==> config.mk <==
export PLATFORM = sky130hd
export DESIGN_NAME = led_count_sequencer_flat
export DESIGN_NICKNAME = d
export VERILOG_FILES = /design/src/rtl/led_count_sequencer_if.sv /design/src/rtl/led_count_sequencer.sv /design/src/flat_wrapper.sv
export SDC_FILE = /design/constraint.sdc
export NUM_CORES = 1
export LEC_CHECK = 0
export ABC_CLOCK_PERIOD_IN_PS = 2000
export BUFFER_PORTS_ARGS = -buffer_cell sky130_fd_sc_hd__buf_4
export CAP_MARGIN = 10
export CORE_ASPECT_RATIO = 1.25
export CORE_MARGIN = 2
export CORE_UTILIZATION = 50
export DETAILED_ROUTE_END_ITERATION = 10
export GPL_ROUTABILITY_DRIVEN = 1
export PLACE_DENSITY_LB_ADDON = 0.15
export SETUP_SLACK_MARGIN = 0.5
export SYNTH_ARGS = -nofsm -noshare
export SYNTH_HDL_FRONTEND = slang
export SYNTH_SLANG_ARGS = --single-unit
==> constraint.sdc <==
create_clock -name i_clk30 -period 2 [get_ports i_clk30]
set_input_delay 0.5 -clock i_clk30 [delete_from_list [all_inputs] [get_ports i_clk30]]
set_output_delay 0.5 -clock i_clk30 [all_outputs]
set_load 0.005 [all_outputs]
==> src/rtl/led_count_sequencer_if.sv <==
// Handshake bundle for led_count_sequencer: control requests in, count/status out.
// Signal directions are named from the sequencer's point of view (i_ = into it).
// Optional feature macro: DOWN_COUNT_EN adds the i_dir request.
interface led_count_sequencer_if #(
  parameter int WIDTH = 4
);
  logic             i_go;
  logic             i_stop;
  logic             i_repeat;
`ifdef DOWN_COUNT_EN
  logic             i_dir;
`endif
  logic [WIDTH-1:0] o_count;
  logic             o_tick;
  logic             o_busy;
  logic             o_done;

`ifdef DOWN_COUNT_EN
  modport master (output i_go, i_stop, i_repeat, i_dir,
                  input  o_count, o_tick, o_busy, o_done);
  modport slave  (input  i_go, i_stop, i_repeat, i_dir,
                  output o_count, o_tick, o_busy, o_done);
`else
  modport master (output i_go, i_stop, i_repeat,
                  input  o_count, o_tick, o_busy, o_done);
  modport slave  (input  i_go, i_stop, i_repeat,
                  output o_count, o_tick, o_busy, o_done);
`endif
endinterface

==> src/rtl/led_count_sequencer.sv <==
// Parametrised Moore tick counter driving an LED bank.
// A prescaler divides i_clk30 by DIV = CLK_HZ/TICK_HZ into a clock-enable tick;
// each tick advances the count until MAX_COUNT, then DONE is held for
// DONE_TICKS ticks before returning to IDLE or (repeat) restarting the count.
// Optional feature macro: DOWN_COUNT_EN adds a direction request latched at
// start; when set the count runs MAX_COUNT down to 0.
// The interface WIDTH parameter must match this module's WIDTH.
module led_count_sequencer #(
  parameter int CLK_HZ     = 30000000,
  parameter int TICK_HZ    = 4,
  parameter int WIDTH      = 4,
  parameter int MAX_COUNT  = 2**WIDTH - 1,
  parameter int DONE_TICKS = 1
) (
  input  logic                  i_clk30,
  input  logic                  i_rst,
  led_count_sequencer_if.slave  bus
);

  localparam int DIV = CLK_HZ / TICK_HZ;
  localparam int PW  = $clog2(DIV + 1);
  localparam int DW  = $clog2(DONE_TICKS + 1);

  localparam logic [PW-1:0]    PRE_LAST  = PW'(DIV - 1);
  localparam logic [DW-1:0]    DONE_LAST = DW'(DONE_TICKS - 1);
  localparam logic [WIDTH-1:0] MAX_VAL   = WIDTH'(MAX_COUNT);

  typedef enum logic [1:0] {
    S_IDLE  = 2'd0,
    S_COUNT = 2'd1,
    S_PAUSE = 2'd2,
    S_DONE  = 2'd3
  } state_t;

  state_t           r_state;
  logic [PW-1:0]    r_pre;
  logic [DW-1:0]    r_done_cnt;
  logic [WIDTH-1:0] r_count;
  logic             r_tick;
  logic             r_busy;
  logic             r_done;

  logic             w_accept;
  logic             w_wrap;
  logic             w_down;
  logic             w_at_end;
  logic [WIDTH-1:0] w_step;
  logic [WIDTH-1:0] w_entry_val;
  logic [WIDTH-1:0] w_reload;

`ifdef DOWN_COUNT_EN
  logic r_dir;
  assign w_down      = r_dir;
  // Start value uses the live request because r_dir is captured on the same edge.
  assign w_entry_val = bus.i_dir ? MAX_VAL : '0;
`else
  assign w_down      = 1'b0;
  assign w_entry_val = '0;
`endif

  // Stop outranks go everywhere; the prescaler wraps on its last count.
  assign w_accept = bus.i_go && !bus.i_stop;
  assign w_wrap   = (r_pre == PRE_LAST);
  assign w_at_end = w_down ? (r_count == '0) : (r_count == MAX_VAL);
  assign w_step   = w_down ? (r_count - WIDTH'(1)) : (r_count + WIDTH'(1));
  assign w_reload = w_down ? MAX_VAL : '0;

  // Single-process FSM: state, prescaler, count and registered outputs.
  always_ff @(posedge i_clk30) begin
    // NOTE: every register here uses <= so all updates see pre-edge values.
    if (i_rst) begin
      r_state    <= S_IDLE;
      r_pre      <= '0;
      r_done_cnt <= '0;
      r_count    <= '0;
      r_tick     <= 1'b0;
      r_busy     <= 1'b0;
      r_done     <= 1'b0;
`ifdef DOWN_COUNT_EN
      r_dir      <= 1'b0;
`endif
    end else begin
      r_tick <= 1'b0;
      case (r_state)
        S_IDLE: begin
          r_pre      <= '0;
          r_done_cnt <= '0;
          r_count    <= '0;
          if (w_accept) begin
            r_state <= S_COUNT;
            r_busy  <= 1'b1;
            r_count <= w_entry_val;
`ifdef DOWN_COUNT_EN
            r_dir   <= bus.i_dir;
`endif
          end
        end
        S_COUNT: begin
          if (bus.i_stop) begin
            // Count and prescaler freeze; a coincident tick is dropped.
            r_state <= S_PAUSE;
          end else if (w_wrap) begin
            r_pre  <= '0;
            r_tick <= 1'b1;
            if (w_at_end) begin
              r_state    <= S_DONE;
              r_done     <= 1'b1;
              r_done_cnt <= '0;
            end else begin
              r_count <= w_step;
            end
          end else begin
            r_pre <= r_pre + PW'(1);
          end
        end
        S_PAUSE: begin
          if (w_accept) begin
            r_state <= S_COUNT;
          end
        end
        S_DONE: begin
          if (w_wrap) begin
            r_pre  <= '0;
            r_tick <= 1'b1;
            if (r_done_cnt == DONE_LAST) begin
              r_done     <= 1'b0;
              r_done_cnt <= '0;
              if (bus.i_repeat) begin
                r_state <= S_COUNT;
                r_count <= w_reload;
              end else begin
                r_state <= S_IDLE;
                r_busy  <= 1'b0;
                r_count <= '0;
              end
            end else begin
              r_done_cnt <= r_done_cnt + DW'(1);
            end
          end else begin
            r_pre <= r_pre + PW'(1);
          end
        end
        default: begin
          // NOTE: an unreachable encoding recovers to a clean IDLE.
          r_state    <= S_IDLE;
          r_pre      <= '0;
          r_done_cnt <= '0;
          r_count    <= '0;
          r_busy     <= 1'b0;
          r_done     <= 1'b0;
        end
      endcase
    end
  end

  assign bus.o_count = r_count;
  assign bus.o_tick  = r_tick;
  assign bus.o_busy  = r_busy;
  assign bus.o_done  = r_done;

endmodule
==> src/flat_wrapper.sv <==
// flat-port wrapper written by rule: the top's interface ports become plain ports
module led_count_sequencer_flat 
#(
  parameter int CLK_HZ     = 30000000,
  parameter int TICK_HZ    = 4,
  parameter int WIDTH      = 4,
  parameter int MAX_COUNT  = 2**WIDTH - 1,
  parameter int DONE_TICKS = 1
)
  (i_clk30, i_rst, bus_i_go, bus_i_stop, bus_i_repeat, bus_o_count, bus_o_tick, bus_o_busy, bus_o_done);
  led_count_sequencer_if #(.WIDTH(WIDTH)) bus_i ();
  input  logic i_clk30;
  input  logic i_rst;
  input wire logic [$bits(bus_i.i_go)-1:0] bus_i_go;
  input wire logic [$bits(bus_i.i_stop)-1:0] bus_i_stop;
  input wire logic [$bits(bus_i.i_repeat)-1:0] bus_i_repeat;
  output wire logic [$bits(bus_i.o_count)-1:0] bus_o_count;
  output wire logic [$bits(bus_i.o_tick)-1:0] bus_o_tick;
  output wire logic [$bits(bus_i.o_busy)-1:0] bus_o_busy;
  output wire logic [$bits(bus_i.o_done)-1:0] bus_o_done;
  assign bus_i.i_go = bus_i_go;
  assign bus_i.i_stop = bus_i_stop;
  assign bus_i.i_repeat = bus_i_repeat;
  assign bus_o_count = bus_i.o_count;
  assign bus_o_tick = bus_i.o_tick;
  assign bus_o_busy = bus_i.o_busy;
  assign bus_o_done = bus_i.o_done;
  led_count_sequencer #(.CLK_HZ(CLK_HZ), .TICK_HZ(TICK_HZ), .WIDTH(WIDTH), .MAX_COUNT(MAX_COUNT), .DONE_TICKS(DONE_TICKS)) u_core (.i_clk30(i_clk30), .i_rst(i_rst), .bus(bus_i));
endmodule
-- Yosys cells after proc, flatten, opt, wreduce, memory -nomap -nowiden
Cells that the tools add are included.
Widths: inputs -> output; s select.
- register bits after elaboration: 33
- word-level logic and storage cells: 76
- memories kept: 0
- output and inout bits: 7
- RAM bits: 0
- input port bits: 5
- latch bits: 0
- ROM bits: 0
- reductions and logical operators: 13
- shift operators: 0
- divide/modulo/power cells: 0
- $lt $le $gt $ge: 0
- bitwise operators: 0
- muxes and demuxes: 37
- multiply operators: 0
- $add $sub $neg: 3
- eq/ne operators: 16
- operators by type and width (kind ; count):
    $pmux 23 s3 ; 1
    $mux 23 ; 2
    $add 23x1->23 const B ; 1
    $eq 23x23->1 const B ; 1
    $mux 4 ; 5
    $mux 1 ; 17
    $reduce_and 5->1 ; 3
    $mux 2 ; 6
    $pmux 4 s3 ; 1
    $reduce_and 6->1 ; 2
    $ne 2x1->1 const B ; 5
    $ne 2x2->1 const B ; 4
    $ne 3x2->1 const B ; 2
    $pmux 1 s2 ; 3
    $pmux 2 s3 ; 1
    $add 4x1->4 const B ; 1
    $eq 2x2->1 const B ; 2
    $eq 4x4->1 const B ; 1
    $reduce_bool 2->1 ; 2
    $pmux 1 s3 ; 1
    $reduce_bool 3->1 ; 1
    $eq 2x1->1 const B ; 1
    $logic_not 2->1 ; 1
    $reduce_and 2->1 ; 1
    4 further kinds ; 4

-- Logic depth before layout (Yosys ltp)
- word-level depth: 5
- mapped depth: 7
- mapped depth without buffers: 6

-- Worst setup path before layout
OpenSTA, ideal clock, no wires.
- path type: flip-flop to flip-flop
- start point: register u_core.r_pre[0]
- end point: register u_core.r_state[0]
- buffers on the path: 1
- required time: 1.868 ns
- clock period less this slack: 1.724 ns
- path slack: 0.276 ns
- cell stages (with the launch flop): 8
- data arrival time: 1.591 ns
- setup time: 0.132 ns
- cells stage by stage: dfxtp_1 > ha_1 > and4bb_2 > nand4_2 > or2_1 > buf_6 > o221ai_2 > a21oi_1
- cells in the longest elaborated chain, start to end: 3
- elaborated cells on any way between the ends: 4
- classes of those cells: 3 x eq/ne; 1 x reduce/logical
- ends and longest elaborated chain (element ; RTL line ; RTL):
    start: declaration ; led_count_sequencer.sv:36 ; logic [PW-1:0] r_pre;
    start signal: assignment ; led_count_sequencer.sv:113 ; r_pre <= r_pre + PW'(1);
    start signal: assignment ; led_count_sequencer.sv:140 ; r_pre <= r_pre + PW'(1);
    $eq 23x23->1 * ; led_count_sequencer.sv:63 ; assign w_wrap = (r_pre == PRE_LAST);
    $ne 3x2->1 (no source line) / $ne 2x1->1 (equally long branches) ; -- ;
    $reduce_and 5->1 (no source line) * ; -- ;
    end signal: assignment ; led_count_sequencer.sv:72 ; r_state <= S_IDLE;
    end signal: assignment ; led_count_sequencer.sv:90 ; r_state <= S_COUNT;
    end signal: assignment ; led_count_sequencer.sv:101 ; r_state <= S_PAUSE;
    end: declaration ; led_count_sequencer.sv:35 ; state_t r_state;
Mark *: on every way between the ends. The rest lies on a longest branch, timed or not.
A chain may end at the register's enable or synchronous reset.

-- Final worst setup path
- start point: register u_core.r_pre[1]
- end point: register u_core.r_count[1], in the netlist u_core.bus.o_count[1]
- cells in the longest elaborated chain, start to end: 3
- elaborated cells on any way between the ends: 4
- classes of those cells: 3 x eq/ne; 1 x reduce/logical
- ends and longest elaborated chain (element ; RTL line ; RTL):
    $eq 23x23->1 * ; led_count_sequencer.sv:63 ;
    $ne 2x1->1 (no source line) ; -- ;
    $reduce_and 6->1 (no source line) * ; -- ;
    end signal: assignment ; led_count_sequencer.sv:92 ; r_count <= w_entry_val;
    end signal: assignment ; led_count_sequencer.sv:110 ; r_count <= w_step;
    end signal: assignment ; led_count_sequencer.sv:130 ; r_count <= w_reload;
    end: declaration ; led_count_sequencer.sv:38 ; logic [WIDTH-1:0] r_count;
Marks and branches as above.

==> summary by stage <==
Power
The total power divided by cell area is 570 mW/mm2. Of the total power, combinational logic draws 0.069. The total power is 1.26 mW. Of the total power, the share spent switching nets is 0.236. The leakage power of the design is 0.686 nW. The analysis attributes to net switching a power of 0.297 mW. The internal power of the cells totals 0.960 mW. VDD sags by at most 445 uV. Of the total power, registers draw 0.518. Of the total power, the clock network draws 0.413.

Critical path
The worst path arrival time is 1800 ps. The endpoint kind of the worst setup timing path is a flop. Walking the worst path, the cells encountered are ha_4 > and4bb_2 > nand4_4 > nor2_4 > buf_6 > a31oi_4 > o221ai_2.

In this design, the largest share of critical-path delay is due to simple AND/OR/NAND/NOR gates. Setup slack on the worst reg-to-reg path comes out at 410 ps. Data on the critical path is required at its endpoint by 2210 ps. The category of the worst setup path launch point is a flop. The slowest cell on the critical path is dfxtp_4.

The count of buffer and inverter cells on the critical path is 1. The startpoint-to-endpoint class of the critical path is reg -> reg. The top fanout value on the critical path is 5.

The highest cell delay on the worst timing path is 360 ps.

Finish
Of the cells placed in the final design, the portion with a size suffix greater than 1 is 0.369. The number of fillers in the final layout is 264. Registers take 663 um2.

The final net count is 231. Summing all multi-input logic gate instances after layout gives 0.00121 mm2. The relative area change from synthesis to final layout is 28.4%. The number of antenna diodes in the final layout is 0.

Route
The via count normalized by instance count is 5.87. The count of routing violations after the opening detailed-route iteration is 39. The total routed wirelength is 3970 um.

The count of unresolved DRC violations after routing is 0. The number of antenna-violating nets in the routed design is 0. The routed layout has 1537 vias. For this run, the detailed router's first-pass iteration total came to 4.

The routed wirelength normalized by instance count is 15.1 um.

Logic synthesis
The number of synthesis warnings is 0. The mean area per synthesized cell is 8.55 um2. The biggest area contributor in the post-synthesis netlist is dfxtp_1.

Of the post-synthesis cell area, the dominant cell type holds 0.373. The number of register bits inferred by synthesis is 32. The count of mapped cells out of synthesis is 201. By area the synthesized netlist is led by dfxtp_1, xnor2_1, nor2_1, nand2_1, nor3_1. The most repeated cell in the gate-level netlist after synthesis is nor2_1. Counting instances in the post-synthesis netlist gives the leading cell types as nor2_1, dfxtp_1, xnor2_1. For this run, the leading register cell type out of synthesis is dfxtp_1.

Counting flops with a built-in enable in the synthesized netlist gives 0. After synthesis, the netlist uses 45 different library cells. The netlist area before placement is 0.00172 mm2. The synthesized net count is 208. The share of synthesized area occupied by flip-flops and latches is 0.373. After synthesis, the share of flip-flops with an asynchronous set or reset is 0.

Clocking
The CTS tree is done. The clock reaches the later pin of the worst-skew pair after 290 ps. The number of levels the H-tree was split into is 2. The cell sitting at the root of the clock tree is a clkbuf_8.

The clock passes through at most 2 buffers. The number of buffers inserted by hold repair at cts is 0. The number of buffers inserted during clock tree synthesis is 5. After clock tree synthesis, the clock-pin slew on the worst setup and hold paths is 70 ps. The number of sinks driven by the clock tree is 32.

Placed design
The half-perimeter wire length after detailed placement is 2610 um. Buffers placed on the I/O ports in this run total 11. The congestion estimate from routability-driven global placement came to 0.863.

Global routing
The via count of the first global-routing pass was 1538. Entering global routing, the biggest net connects 17 pins. After global routing the overflow that remains totals 0.

For this run, the total global-route usage over all layers was measured as 0.217. The first-pass GRT wire length is 6760 um. The number of antenna violations at the first check in global routing was 0.

Timing
The part of the cycle the worst path needs is 0.793. Derived from the worst setup path, the maximum achievable clock frequency is 0.630 GHz. The clock period could shrink to 1590 ps. The worst slew slack as a fraction of its limit is 0.789. At the pin with the least slew margin, the transition time is 315 ps. Setup repair after global routing could not meet its margin everywhere. For the final database, setup skew stands at 7.62 ps. The number of endpoints failing setup at the final stage is 0. The count of final hold-check violations is 0.

The total negative setup slack is 0 ps. The number of max-slew violations in the final report came to 0.

Die
The horizontal die dimension is 56.4 um. The area of the die is 0.00392 mm2. The starting utilization of the core area is 0.528. The count of standard-cell rows is 23.

The core region is 0.00325 mm2. The die height is 69.5 um. The I/O pin count is 12.

Outcome
The flow ran to the end, and the final reports show no timing, DRC or antenna violations.

Run
The number of maximum-capacitance constraint violations is 0.

Hold path
The tightest min-delay check is of the in -> reg type.
[state kept, by name, indices dropped and copies added, names as in the netlist]
register	count
u_core.bus.o_count	4
u_core.bus.o_tick	1
u_core.bus.o_busy	1
u_core.bus.o_done	1
u_core.r_state	2
u_core.r_pre	23
[worst register-to-register path: stages, from the launching register on]
cell      delay [ps]
dfxtp_4          360
ha_4             130
and4bb_2         250
nand4_4          170
nor2_4           250
buf_6            130
a31oi_4           70
o221ai_2         150
[placed cells by master (no fill, tap or decap), types with 2 or more instances in the layout]
master / Yosys / final
inv_1: 5 / 5
nand4_4: 1 / 2
clkbuf_8: 0 / 6
and4_1: 2 / 2
xnor2_1: 19 / 19
clkbuf_1: 3 / 2
and4bb_2: 2 / 2
nand4_1: 5 / 5
buf_6: 3 / 2
a31oi_1: 3 / 2
dfxtp_1: 32 / 18
buf_4: 0 / 20
nor3_2: 0 / 7
xor2_1: 3 / 3
a21o_4: 0 / 2
a21oi_2: 0 / 2
nor2b_1: 6 / 5
dfxtp_2: 0 / 12
nand3_2: 0 / 2
o221ai_2: 1 / 2
nor2_1: 33 / 32
nand2b_1: 3 / 3
dfxtp_4: 0 / 2
a21oi_1: 8 / 6
nand2_1: 18 / 17
nor2_4: 1 / 2
nor3_1: 13 / 6
nand3_1: 8 / 6
[per-stage QoR]
stage	utilization	setup slack (ps)	std cells	area, um2	hold WS, ps
CTS	0.649	410	259	2110	452
global route	0.678	332	262	2210	458
floorplan	-	457	201	1780	472
finish	0.678	414	262	2210	461
detailed placement	0.575	235	244	1870	494
global placement	0.575	298	244	1870	485
[layer usage]
metal | vias up | global-route usage | share of wire
met2 | 38 | 0.376 | 0.53
li1 | 756 | - | -
met1 | 731 | 0.236 | 0.41
met5 | - | 0 | 0
met4 | 0 | 0.119 | 0.022
met3 | 12 | 0.0522 | 0.035
[power by group through the flow]
stage	logic (mW)	clock network, mW	registers (mW)
finish	0.0872	0.519	0.650
CTS	0.0809	0.528	0.650
global placement	0.0647	0	0.666
detailed placement	0.0666	0	0.666
global route	0.0956	0.549	0.651
floorplan	0.0524	0	0.663
[area by class of cell]
type	instances	share of cell area
Tap cell	37	0.0210
Multi-Input combinational cell	158	0.551
Inverter	5	0.00851
Timing Repair Buffer	22	0.0783
Clock buffer	8	0.0408
Sequential cell	32	0.301
[cells by family after synthesis]
group                      Yosys count  share of synthesized area
DFF                                 32                      0.373
AOI/OAI and AO/OA                   24                     0.0969
adders and majority gates            2                     0.0146
buffers and inverters               12                     0.0401
and+or+nand+nor                    109                      0.363
xor gates and xnor gates            22                      0.112
[path summary, 6_finish.rpt]
check | startpoint | endpoint | cells past startpoint
max reg2reg | u_core.r_pre[1]$_SDFFE_PP0P_ | u_core.bus.o_count[1]$_SDFFE_PP0P_ | 7
min | bus_i_go | u_core.r_state[0]$_SDFFE_PP0P_ | 3
max | u_core.r_pre[1]$_SDFFE_PP0P_ | u_core.bus.o_count[1]$_SDFFE_PP0P_ | 7
min reg2reg | u_core.r_pre[14]$_SDFFE_PP0P_ | u_core.r_pre[14]$_SDFFE_PP0P_ | 2
[timing repair]
action / 4_1_cts / 5_1_grt
setup buffers: 6 / 3
setup endpoints to repair: 32 / 32
gates resized for setup: 24 / 21
pin swaps: 15 / 11
endpoints found under the hold margin: 0 / 0
cloned: 1 / 0
Power figures use the tool's default switching activity.
